`src/rtl/regfile_sb.sv`:
```
// regfile_sb: parametrised register file with two combinational read ports,
// one synchronous write port and a per-register busy scoreboard.
// Optional feature macro: REGFILE_BYPASS_EN enables same-cycle forwarding of
// the write port (data and busy) onto the read ports.
// ZERO_REG=1 hard-wires register 0 to zero and keeps it never busy.
module regfile_sb #(
    parameter int WIDTH    = 16,
    parameter int DEPTH    = 8,
    parameter int AW       = $clog2(DEPTH),
    parameter int ZERO_REG = 0
) (
    input  logic             clk,
    input  logic             rst_n,
    input  logic [AW-1:0]    raddr_a,
    input  logic [AW-1:0]    raddr_b,
    output logic [WIDTH-1:0] rdata_a,
    output logic [WIDTH-1:0] rdata_b,
    output logic             busy_a,
    output logic             busy_b,
    input  logic             we,
    input  logic [AW-1:0]    waddr,
    input  logic [WIDTH-1:0] wdata,
    input  logic             issue,
    input  logic [AW-1:0]    issue_addr,
    output logic [AW:0]      busy_cnt
);

    logic [WIDTH-1:0] regs_q [DEPTH];
    logic [DEPTH-1:0] busy_q;
    logic [DEPTH-1:0] busy_d;
    logic [AW:0]      busy_cnt_q;
    logic [AW:0]      busy_cnt_d;

    logic             we_eff;
    logic             issue_eff;
    logic             cnt_inc;
    logic             cnt_dec;

    // Writes and issues aimed at a hard-wired zero register are dropped here,
    // so nothing downstream needs to special-case register 0.
    assign we_eff    = we    && !((ZERO_REG != 0) && (waddr == '0));
    assign issue_eff = issue && !((ZERO_REG != 0) && (issue_addr == '0));

    // Next busy vector and count delta; issue is applied after write so a
    // same-address issue+write leaves the register busy (new producer wins).
    always_comb begin
        // NOTE: every signal assigned here gets a default first, otherwise the
        // paths where no branch assigns it would infer a latch.
        busy_d  = busy_q;
        cnt_inc = 1'b0;
        cnt_dec = 1'b0;
        if (we_eff) begin
            busy_d[waddr] = 1'b0;
        end
        if (issue_eff) begin
            busy_d[issue_addr] = 1'b1;
        end
        cnt_inc = issue_eff && !busy_q[issue_addr];
        cnt_dec = we_eff && busy_q[waddr] &&
                  !(issue_eff && (issue_addr == waddr));
        busy_cnt_d = busy_cnt_q + (AW+1)'(cnt_inc) - (AW+1)'(cnt_dec);
    end

    // Register array: reset preloads each register with its own index.
    always_ff @(posedge clk or negedge rst_n) begin
        if (!rst_n) begin
            // NOTE: the array is reset explicitly because its reset contents
            // (regs[i] = i) are architecturally visible, not just a
            // convenience; this keeps it in flops rather than a RAM macro.
            for (int i = 0; i < DEPTH; i++) begin
                regs_q[i] <= WIDTH'(i);
            end
        end else if (we_eff) begin
            // NOTE: state is always updated with non-blocking assignments so
            // every reader in this edge sees the pre-edge value.
            regs_q[waddr] <= wdata;
        end
    end

    // Busy scoreboard and its registered population count.
    always_ff @(posedge clk or negedge rst_n) begin
        if (!rst_n) begin
            busy_q     <= '0;
            busy_cnt_q <= '0;
        end else begin
            busy_q     <= busy_d;
            busy_cnt_q <= busy_cnt_d;
        end
    end

    assign busy_cnt = busy_cnt_q;

    // Read port A: registered state, optional forwarding, zero-register force.
    always_comb begin
        rdata_a = regs_q[raddr_a];
        busy_a  = busy_q[raddr_a];
`ifdef REGFILE_BYPASS_EN
        // Forwarding is gated by rst_n so reads during reset show reset state.
        if (rst_n && we_eff && (waddr == raddr_a)) begin
            rdata_a = wdata;
            busy_a  = issue_eff && (issue_addr == raddr_a);
        end
`else
`endif
        if ((ZERO_REG != 0) && (raddr_a == '0)) begin
            rdata_a = '0;
            busy_a  = 1'b0;
        end
    end

    // Read port B: identical structure to port A.
    always_comb begin
        rdata_b = regs_q[raddr_b];
        busy_b  = busy_q[raddr_b];
`ifdef REGFILE_BYPASS_EN
        if (rst_n && we_eff && (waddr == raddr_b)) begin
            rdata_b = wdata;
            busy_b  = issue_eff && (issue_addr == raddr_b);
        end
`else
`endif
        if ((ZERO_REG != 0) && (raddr_b == '0)) begin
            rdata_b = '0;
            busy_b  = 1'b0;
        end
    end

endmodule

```
`config.mk`:
```
export PLATFORM = sky130hd
export DESIGN_NAME = regfile_sb
export DESIGN_NICKNAME = d
export VERILOG_FILES = /design/src/rtl/regfile_sb.sv
export SDC_FILE = /design/constraint.sdc
export NUM_CORES = 1
export LEC_CHECK = 0
export CORE_MARGIN = 8
export CORE_UTILIZATION = 55
export CTS_BUF_LIST = sky130_fd_sc_hd__clkbuf_4 sky130_fd_sc_hd__clkbuf_8
export DETAILED_ROUTE_END_ITERATION = 7
export PLACE_DENSITY = 0.84
export SYNTH_ARGS = -nofsm -noshare
export SYNTH_HDL_FRONTEND = slang
export SYNTH_SLANG_ARGS = --single-unit
export TNS_END_PERCENT = 30
```
`constraint.sdc`:
```
create_clock -name clk -period 6.9 [get_ports clk]
set_input_delay 2.07 -clock clk [delete_from_list [all_inputs] [get_ports clk]]
set_output_delay 2.07 -clock clk [all_outputs]
set_load 0.005 [all_outputs]
```
**After elaboration in Yosys (flattened, before gate mapping)**

Cells that the tools add are included.

- Bits in registers: 140
- Input bits: 32

- $add $sub $neg: 2
- $lt $le $gt $ge: 10
- Multiplexer cells: 23
- Reductions and logical operators: 9
- Eq/ne operators: 1
- Bitwise operators: 6

Operators with widths:

| operator | number |
|---|---|
| $bwmux 128 | 1 |
| $bmux 16 s3 | 2 |
| $mux 16 | 5 |
| $demux 16 s3 | 1 |
| $lt 3x4->1 const B | 4 |
| $mux 8 | 2 |
| $bmux 1 s3 | 4 |
| $ge 4x4->1 const B | 3 |
| $not 3->4 | 3 |
| $and 8x8->8 | 1 |
| $not 8->8 | 1 |
| $or 8x8->8 | 1 |
| $logic_and 1x1->1 | 7 |
| $demux 1 s3 | 2 |
| $ge 3x1->1 const B | 2 |
| $mux 1 | 6 |
| $add 4x1->4 | 1 |
| $lt 4x1->1 const B | 1 |
| $sub 4x1->4 | 1 |
| $eq 3x3->1 | 1 |
| $logic_not 1->1 | 2 |

**Depth between registers and ports, before layout**

- Depth after elaboration: 9
- Mapped depth: 10
- Depth with buffers taken out: 9

**Worst setup path after synthesis**

Ideal clock, no wire load.

- Path type: input port to output port
- Start point: in raddr_b[1]
- End point: out rdata_b[14]
- Arrival time: 3.188 ns
- Buffers on the path: 2
- Cell stages on the path: 4
- Slack: 1.642 ns
- Cells stage by stage: clkbuf_1 > clkbuf_1 > mux4_2 > mux2_2

- Longest elaborated chain between the ends: 4

RTL lines:

| what | line | text |
|---|---|---|
| start: declaration | 15 | `input logic [AW-1:0] raddr_b,` |
| $not 3->4 (implied by the code) | 113 | `rdata_b = regs_q[raddr_b];` |
| $bmux 16 s3 | 113 |  |
| $mux 16 (implied by the code) (2 in series) | 113 |  |
| end: declaration | 17 | `output logic [WIDTH-1:0] rdata_b,` |

Every way passes these cells. The select of a mux whose other input is x is not followed.

**Worst setup path after layout**

- Start point: in raddr_a[1]
- End point: out rdata_a[10]

- Longest elaborated chain between the ends: 4

RTL lines:

| what | line | text |
|---|---|---|
| start: declaration | 14 | `input logic [AW-1:0] raddr_a,` |
| $not 3->4 (implied by the code) | 95 | `rdata_a = regs_q[raddr_a];` |
| $bmux 16 s3 | 95 |  |
| $mux 16 (implied by the code) (2 in series) | 95 |  |
| end: declaration | 16 | `output logic [WIDTH-1:0] rdata_a,` |

Every way passes these cells. The select of a mux whose other input is x is not followed.

==> metrics.cfg <==
[power_and_ir_drop]
internal_power_w=0.001926
p_per_area_nw_per_um2=291.9
power.share.clock_pct=27.7
p_seq_share_pct=43.8
p_comb_share_pct=28.5
p_total_w=0.002644
p_sw_share_pct=27.12
p_sw_w=0.0007170
leakage_nw=3.818
vdd_drop_max_mv=0.1647

[synthesis]
synth_area_um2=7879
yosysTopAreaCell=dfrtp_1
synth.area.top_cells=dfrtp_1 (41%), mux2_2 (23%), mux4_1 (18%)
synth_compound_area_share_pct=1.080
yosysUniqueCellTypes=37
yosys.area_share.simple_pct=2.573
synth_top_family_by_area=multiplexers
synthXorXnorAreaFrac_pct=0.6670
synthMuxAreaShare_pct=46.34
synth_cells=472
synth_edf_count=0
synth-seq-area-share_pct=44.66
syn_nets=509
synth_fa_ha_area_share_pct=0.8893
synthFlopType=dfrtp_1
synth_warnings=0
ys_ff_latch=140
synth_most_common_cell=mux2_2
yosys-top-cells-count=mux2_2 (162), dfrtp_1 (128), mux4_1 (54), mux4_2 (15), buf_6 (14)
yosysTopAreaCellShare_pct=40.65
async_flop_share_pct=100.0
synth_area_per_cell_um2=16.69

[cells_and_area]
area_growth_syn_to_layout_pct=14.93
diodes=0
layout-drive-gt1-share_pct=44.06
nNetsFinal=571
fin_util_pct=64.98

[setup_path]
crit_family=buffers and inverters
path_cells=clkdlybuf4s50_1 -> buf_4 -> mux4_1 -> mux2_2 -> clkdlybuf4s50_1
arrival_ns=4.14
path_class=input pin to output port
max_stage_delay_ns=0.46
r2r_start=busy_q[7]
path_common_cell=clkdlybuf4s50_1
startpoint_type=input pin
required_ns=4.83
cp_num_buf_inv=3
regToRegEndpoint=busy_cnt[3]
regToRegSetupSlack_ns=4.67
setup.worst_path.end_class=output port
slowest_stage=clkdlybuf4s50_1
r2r_cells=9
crit_fanout=34

[timing]
post-route-period-util_pct=89.95
final.setup_skew_ns=0.007451
hold_viol_final=0
slew_headroom_pct=24.11
tns_ns=0
final-setup-viol-count=0
timing.final.ws_setup_ns=0.6935
maxSlewViolCount=0
min_period_ns=6.206
worst_slew_pin_slew_ns=1.135
fmax_mhz=161.1
rsz0062_at_grt=false

[routing]
drt_pass1_iterations=5
postRouteAntennaNets=0
drtIter0Drc=316
drt-total-wl_um=17550
drc=0
routedWlPerCell_um=24.14
viasPerCell=6.373
vias=4633

[min_path]
hold_path_depth=1
hold_start=regs_q[99]
hold_end=regs_q[99]
hp-class=flop to flop

[die]
initial_core_util_pct=56.54
die_area_um2=18410
num_rows=43
core_region_area_um2=13930
die_h_um=135.7
io_pins=70
die_w_um=135.7

[clocking]
clock_latency_ns=0.46
post_cts_resize_count=0
post_cts_buffers=0
ctsHtreeMaxLevel=4
cts_hold_buffers=0
cts.sink_count=140
numCtsBuffers=17
clockRootBuffer=clkbuf_8
cts_tree=done
clockBufferDepth=2
path_clk_slew_ns=0.08

[flow_run]
drv_cap=0

[placed_design]
hpwl_um=10980
gp_congestion=0.8330
port_buffers=69
pre_cts_ws_ns=0.7116

[global_route]
grt_pass1_wl_um=27870
overflow=0
track_usage_pct=19.93
grt_max_degree=79
antenna_found_initial=0
grt_pass1_vias=5009

[run_status]
outcome=finished, final reports clean

## worst register-to-register path, cell delays in order (launching register included)
cell     delay, ns
dfrtp_1       0.43
mux2i_1       0.10
mux4_2        0.48
nand2_1       0.09
ha_1          0.19
inv_1         0.06
ha_1          0.27
a21o_1        0.18
a21oi_1       0.20
xnor2_1       0.15
## how the worst max path moves through the flow
stage	from	end	slack (ns)	cells after the start
floorplan	raddr_b[1]	rdata_b[14]	1.64	4
global placement	raddr_a[1]	rdata_a[4]	0.72	5
detailed placement	raddr_a[1]	rdata_a[10]	0.71	5
CTS	raddr_a[1]	rdata_a[10]	0.70	5
global route	raddr_b[1]	rdata_b[4]	0.63	5
finish	raddr_a[1]	rdata_a[10]	0.69	5
## power by group through the flow
stage	Sequential [W]	Combinational (W)	Clock, W
5_1_grt	0.00118	0.000811	0.000783
2_1_floorplan	0.00112	0.000493	0
4_1_cts	0.00116	0.000766	0.000744
6_report	0.00116	0.000754	0.000732
3_5_place_dp	0.00117	0.000761	0
3_3_place_gp	0.00115	0.000730	0
## metal layers
layer | GRT usage [%] | vias up | routed length (um)
li1 | - | 2009 | -
met1 | 24.97 | 2469 | 7335
met2 | 33.51 | 136 | 9076
met3 | 4.414 | 19 | 931
met4 | 6.663 | 0 | 206
met5 | 0 | - | 0
## metrics by stage
| stage | instance area (um2) | instances | hold slack, ns |
|---|---|---|---|
| 3_3_place_gp | 8613 | 695 | 0.4890 |
| 5_1_grt | 9055 | 727 | 0.5415 |
| 2_1_floorplan | 7879 | 472 | 0.4848 |
| 4_1_cts | 9055 | 727 | 0.5210 |
| 3_5_place_dp | 8613 | 695 | 0.5035 |
| 6_report | 9055 | 727 | 0.5209 |
## state kept, by name (all words and copies together), names as in the netlist
name	cells
regs_q	128
busy_q	8
busy_cnt	4
## cell type report
cell class                 instances  area, um2
clock buffer                      18      247.7
sequential                       140       3518
clock inverter                    14      193.9
inverter                          12      45.04
fill                             954       4880
tap                              180      225.2
multi-input combinational        286       4061
timing repair buffer              77      763.2
## cells by family after synthesis
group | Yosys count
buffers and inverters | 46
adders and majority gates | 5
AOI/OAI and AO/OA | 13
xor gates and xnor gates | 6
and+or+nand+nor | 24
DFF | 140
muxes | 238
## cell usage in the layout (no fill, tap or decap), types with 8 or more instances in the layout
master,instances
dfstp_2,12
dfrtp_1,128
inv_1,11
mux2_2,162
clkbuf_8,18
nand2_1,8
mux4_1,54
clkdlybuf4s50_1,66
mux4_2,15
Power figures use the tool's default switching activity.
==> RTL edit 1, RTL diff (same settings) <==
Change the parameter `WIDTH` from 16 to 32.
--- a/src/rtl/regfile_sb.sv
+++ b/src/rtl/regfile_sb.sv
@@ -4,7 +4,7 @@
 // the write port (data and busy) onto the read ports.
 // ZERO_REG=1 hard-wires register 0 to zero and keeps it never busy.
 module regfile_sb #(
-    parameter int WIDTH    = 16,
+    parameter int WIDTH    = 32,
     parameter int DEPTH    = 8,
     parameter int AW       = $clog2(DEPTH),
     parameter int ZERO_REG = 0
Ports: changed (resized rdata_a, rdata_b and wdata); port bits go from 70 to 118. No check against the original RTL was run, so the function may have changed too.
==> RTL edit 1 against the unedited design <==
  * Synthesized area grew 82%
  * Sequential power grew 90%
  * Worst setup slack improved by 0.062 ns
  * Sequential cell count is 128 higher
  * Wire length grew 83%
  * Total power increased by 91%
  * Critical endpoint is now rdata_a[27]
  * Worst hold slack got worse by 0.018 ns
  * Cell area grew 85%
==> RTL edit 1: results (changes against the unedited design) <==
{
  "status": {"value": "finished clean"},
  "number_of_global_route_vias_before_repair": {"value": 9264, "change": "+85%"},
  "synth_common_cells": {"value": "256 x dfrtp_1, 229 x mux2_2, 114 x mux4_2, 93 x mux2_1, 33 x buf_2"},
  "1st_iter_drt_viols": {"value": 578, "change": "+83%"},
  "buffer_ports.inserted": {"value": 117, "change": "+70%"},
  "total_leakage_power": {"value": 6.891, "unit": "nW", "change": "+80%"},
  "design.final.nets": {"value": 1029, "change": "+80%"},
  "place_hpwl": {"value": 19260, "unit": "um", "change": "+75%"},
  "global_route_wire_length_before_repair": {"value": 52100, "unit": "um", "change": "+87%"},
  "worst_pin_slew": {"value": 1.121, "unit": "ns", "change": "-0.01350 ns"},
  "synthesis.nets": {"value": 910, "change": "+79%"},
  "largest_register_ff_count": {"value": 256, "change": "+100%"},
  "detailroute.via_count": {"value": 8403, "change": "+81%"},
  "postSynthCellCount": {"value": 857, "change": "+82%"},
  "total_clock_buffers_created_by_cts": {"value": 46, "change": "+29"},
  "routed_wirelength": {"value": 32130, "unit": "um", "change": "+83%"},
  "dpl-instance-area": {"value": 0.01574, "unit": "mm2", "change": "+83%"},
  "num-fill-cells": {"value": 1833, "change": "+92%"},
  "share_of_the_synthesized_netlist_area_taken_by_xor_and_xnor_gates": {"value": 0.3665, "unit": "%", "change": "-0.30 points"},
  "power.share.combinational": {"value": 26.4, "unit": "%", "change": "-2.1 points"},
  "cts_max_path_buffers": {"value": 3, "change": "+1"},
  "dr.pass1.iters": {"value": 4, "change": "-1"},
  "average_wire_per_cell_in_the_routed_design": {"value": 23.85, "unit": "um", "change": "-1.2%"},
  "gpl.final_weighted_congestion": {"value": 0.8066, "change": "-3.2%"},
  "hp-class": {"value": "flop to flop"},
  "placed_cells": {"value": 1263, "change": "+82%"},
  "synthAdderAreaFrac": {"value": 0.4887, "unit": "%", "change": "-0.40 points"},
  "clk_transition_reported_paths": {"value": 0.06, "unit": "ns", "change": "-0.02 ns"},
  "critPathMaxStageDelay": {"value": 0.59, "unit": "ns", "change": "+0.13 ns"},
  "htree_num_levels": {"value": 2, "change": "-2"},
  "clock_power_share": {"value": 30.0, "unit": "%", "change": "+2.3 points"},
  "worstSkewPairLatency": {"value": 0.55, "unit": "ns", "change": "+0.09 ns"},
  "cpMaxStageDelayCell": {"value": "mux4_1"},
  "synth_seq_area_share": {"value": 46.88, "unit": "%", "change": "+2.2 points"},
  "worst_clock_skew": {"value": 0.01068, "unit": "ns", "change": "+0.003227 ns"},
  "maximum_number_of_pins_on_one_net_before_global_route_repair": {"value": 140, "change": "+77%"}
}
==> RTL edit 1: cell count changes in the layout (fill, tap and decap cells not counted), sizes merged, moves of 3 or more <==
cell,before,now
mux2,162,322
mux4,69,133
clkbuf,18,76
clkdlybuf4s50,66,110
buf,11,28
dfrtp,128,256
clkinvlp,5,2
bufinv,4,1
==> RTL edit 1: layout make-up <==
cell class	count	area, um2	area share, %
multi-input combinational	510	7154	42.75
sequential	268	6721	40.17
timing repair buffer	138	1396	8.345
clock buffer	76	927.1	5.541
tap	335	419.2	2.505
clock inverter	8	70.07	0.4187
inverter	12	45.04	0.2692
==> RTL edit 1: path summary, 6_finish.rpt <==
kind	start	to	slack, ns	cells after the start
worst max-delay path	raddr_a[0]	rdata_a[27]	0.76	5
worst min-delay path	regs_q[218]	regs_q[218]	0.50	1
worst max register to register	busy_q[2]	busy_cnt[2]	4.66	9
worst min register to register	regs_q[218]	regs_q[218]	0.50	1
max in group asynchronous	rst_n	regs_q[201]	4.02	2
min in group asynchronous	rst_n	regs_q[28]	1.61	1
==> RTL edit 1: metal layers <==
layer	global-route usage [%]	up-vias	wire, um
li1	-	3616	-
met1	28.29	4496	13480
met2	35.31	226	16170
met3	3.447	65	1723
met4	6.530	0	754
met5	0	-	0
==> RTL edit 1: metrics by stage <==
step / hold slack, ns / setup slack (ns) / util (%)
3_5_place_dp: 0.4875 / 0.7218 / 60.91
2_1_floorplan: 0.4635 / 1.635 / -
6_report: 0.5028 / 0.7559 / 64.77
4_1_cts: 0.5022 / 0.7210 / 64.77
5_1_grt: 0.5187 / 0.6690 / 64.77
3_3_place_gp: 0.4798 / 0.7253 / 60.91
==> RTL edit 2, RTL diff (same flow settings) <==
Without the edit above. Put one more register stage on the output `busy_cnt`, with the module's reset. The value now appears one clock later. The other outputs are not delayed to match.
--- a/src/rtl/regfile_sb.sv
+++ b/src/rtl/regfile_sb.sv
@@ -88,7 +88,13 @@
         end
     end
 
-    assign busy_cnt = busy_cnt_q;
+    always_ff @(posedge clk or negedge rst_n) begin
+        if (!rst_n) begin
+            busy_cnt <= '0;
+        end else begin
+            busy_cnt <= busy_cnt_q;
+        end
+    end
 
     // Read port A: registered state, optional forwarding, zero-register force.
     always_comb begin
Function: changed (Yosys sat finds a counterexample within 4 cycles, from zero or initial values and one cycle with rst_n low).
==> RTL edit 2 against the unedited design <==
  * Global-route usage up 0.32 points
  * Count of clock-buffer cells in the layout up 5
  * Cell area up 1.7%
  * Wire length up 1.1%
  * Sequential power up 3%
  * Total power up 2.4%
  * Clock skew down 0.0010 ns
  * First-iteration DRC count up 8.9%
  * Synthesized area up 1.3%
  * Combinational power down 0.8%
  * Clock power up 3.7%
  * Synthesized cell count up 0.85%
  * Worst setup slack better by 0.023 ns
  * Sequential cell count up 4
  * Critical endpoint is now rdata_b[13]
==> RTL edit 2: results (changes against the unedited design) <==
{
  "hp-class": {"value": "flop to flop"},
  "worst-endpoint-arrival": {"value": 4.11, "unit": "ns", "change": "-0.03 ns"},
  "routed_wirelength": {"value": 17740, "unit": "um", "change": "+1.1%"},
  "cp-startpoint": {"value": "raddr_b[1]"},
  "number_of_global_route_vias_before_repair": {"value": 5077, "change": "+1.4%"},
  "cts_max_path_buffers": {"value": 2, "change": "unchanged"},
  "rrSetupSlack": {"value": 4.70, "unit": "ns", "change": "+0.03 ns"},
  "num-fill-cells": {"value": 1000, "change": "+4.8%"},
  "r2r-end": {"value": "busy_cnt_q[1]"},
  "vdd_drop_max": {"value": 0.1690, "unit": "mV", "change": "+2.6%"},
  "hold_crit_start": {"value": "busy_cnt_q[3]"},
  "worst_hold_path.endpoint": {"value": "busy_cnt[3]"},
  "maximum_number_of_pins_on_one_net_before_global_route_repair": {"value": 82, "change": "+3.8%"},
  "dpl-instance-area": {"value": 0.008745, "unit": "mm2", "change": "+1.5%"},
  "synthesis.nets": {"value": 513, "change": "+0.79%"},
  "status": {"value": "finished clean"},
  "detail-route-antenna-nets": {"value": 0, "change": "unchanged"},
  "final.period_utilization": {"value": 89.61, "unit": "%", "change": "-0.34 points"},
  "worst_clock_skew": {"value": 0.006408, "unit": "ns", "change": "-0.001043 ns"},
  "worst_pin_slew": {"value": 0.9116, "unit": "ns", "change": "-0.2230 ns"},
  "total_leakage_power": {"value": 3.903, "unit": "nW", "change": "+2.2%"},
  "worstSkewPairLatency": {"value": 0.44, "unit": "ns", "change": "-0.02 ns"},
  "drt-vias-per-instance": {"value": 6.344, "change": "-0.45%"},
  "layout-drive-gt1-share": {"value": 44.04, "unit": "%", "change": "about the same"},
  "design_area": {"value": 0.009208, "unit": "mm2", "change": "+1.7%"},
  "hold_depth": {"value": 0, "change": "-1"},
  "pre_cts_slack": {"value": 0.7212, "unit": "ns", "change": "+0.009516 ns"},
  "synth_seq_area_share": {"value": 45.35, "unit": "%", "change": "+0.69 points"},
  "dr.pass1.iters": {"value": 4, "change": "-1"},
  "gpl.final_weighted_congestion": {"value": 0.8042, "change": "-3.5%"},
  "1st_iter_drt_viols": {"value": 344, "change": "+8.9%"},
  "netlist_top_cells_area": {"value": "dfrtp_1 41%, mux2_2 23%, mux4_1 18%, mux4_2 4.2%, dfstp_2 4.0%"},
  "synth_common_cells": {"value": "162 x mux2_2, 132 x dfrtp_1, 54 x mux4_1, 15 x mux4_2, 14 x buf_6"}
}
[RTL edit 2: routing by layer]
| layer | share of wire, % | wire length [um] | vias to the layer above | global-route usage, % |
|---|---|---|---|---|
| met1 | 42 | 7395 | 2507 | 25.53 |
| li1 | - | - | 2025 | - |
| met2 | 52 | 9301 | 134 | 34.19 |
| met5 | 0 | 0 | - | 0 |
| met4 | 1.1 | 199 | 0 | 6.528 |
| met3 | 4.7 | 840 | 16 | 4.324 |
[RTL edit 2: report_power, final]
group	internal [mW]	leakage, nW	switching [mW]
Combinational	0.502	1.97	0.247
Sequential	1.06	1.70	0.143
Clock	0.445	0.228	0.314
[RTL edit 2: how the worst max path moves through the flow]
| stage | end | depth (start not counted) |
|---|---|---|
| 5_1_grt | rdata_a[9] | 5 |
| 2_1_floorplan | rdata_b[13] | 4 |
| 4_1_cts | rdata_a[10] | 5 |
| 3_3_place_gp | rdata_a[0] | 5 |
| 3_5_place_dp | rdata_a[10] | 5 |
| 6_report | rdata_b[13] | 5 |
[RTL edit 2: kinds of logic after synthesis]
kind of cell | count (synthesis) | share of synthesized area [%]
flops | 144 | 45.35
simple gates | 24 | 2.540
compound gates | 13 | 1.066
xor+xnor | 6 | 0.6586
buf+inv | 46 | 3.748
mux | 238 | 45.76
fa+ha+maj | 5 | 0.8782
[RTL edit 2: metrics by stage]
step / hold slack, ns / instances
global route: 0.4098 / 738
CTS: 0.3958 / 738
floorplan: 0.3597 / 476
detailed placement: 0.3788 / 706
global placement: 0.3648 / 706
finish: 0.3981 / 738
[RTL edit 2: layout make-up]
cell class,count,area share (%)
Multi-Input combinational cell,286,44.11
Sequential cell,144,39.30
Timing Repair Buffer,80,8.575
Clock buffer,23,3.370
Tap cell,184,2.500
Clock inverter,9,1.658
Inverter,12,0.4892
[RTL edit 2: critical path: stages]
cell and delay, ns:
clkdlybuf4s50_1 0.46, buf_4 0.41, mux4_2 0.39, mux2_2 0.31
clkdlybuf4s50_1 0.45
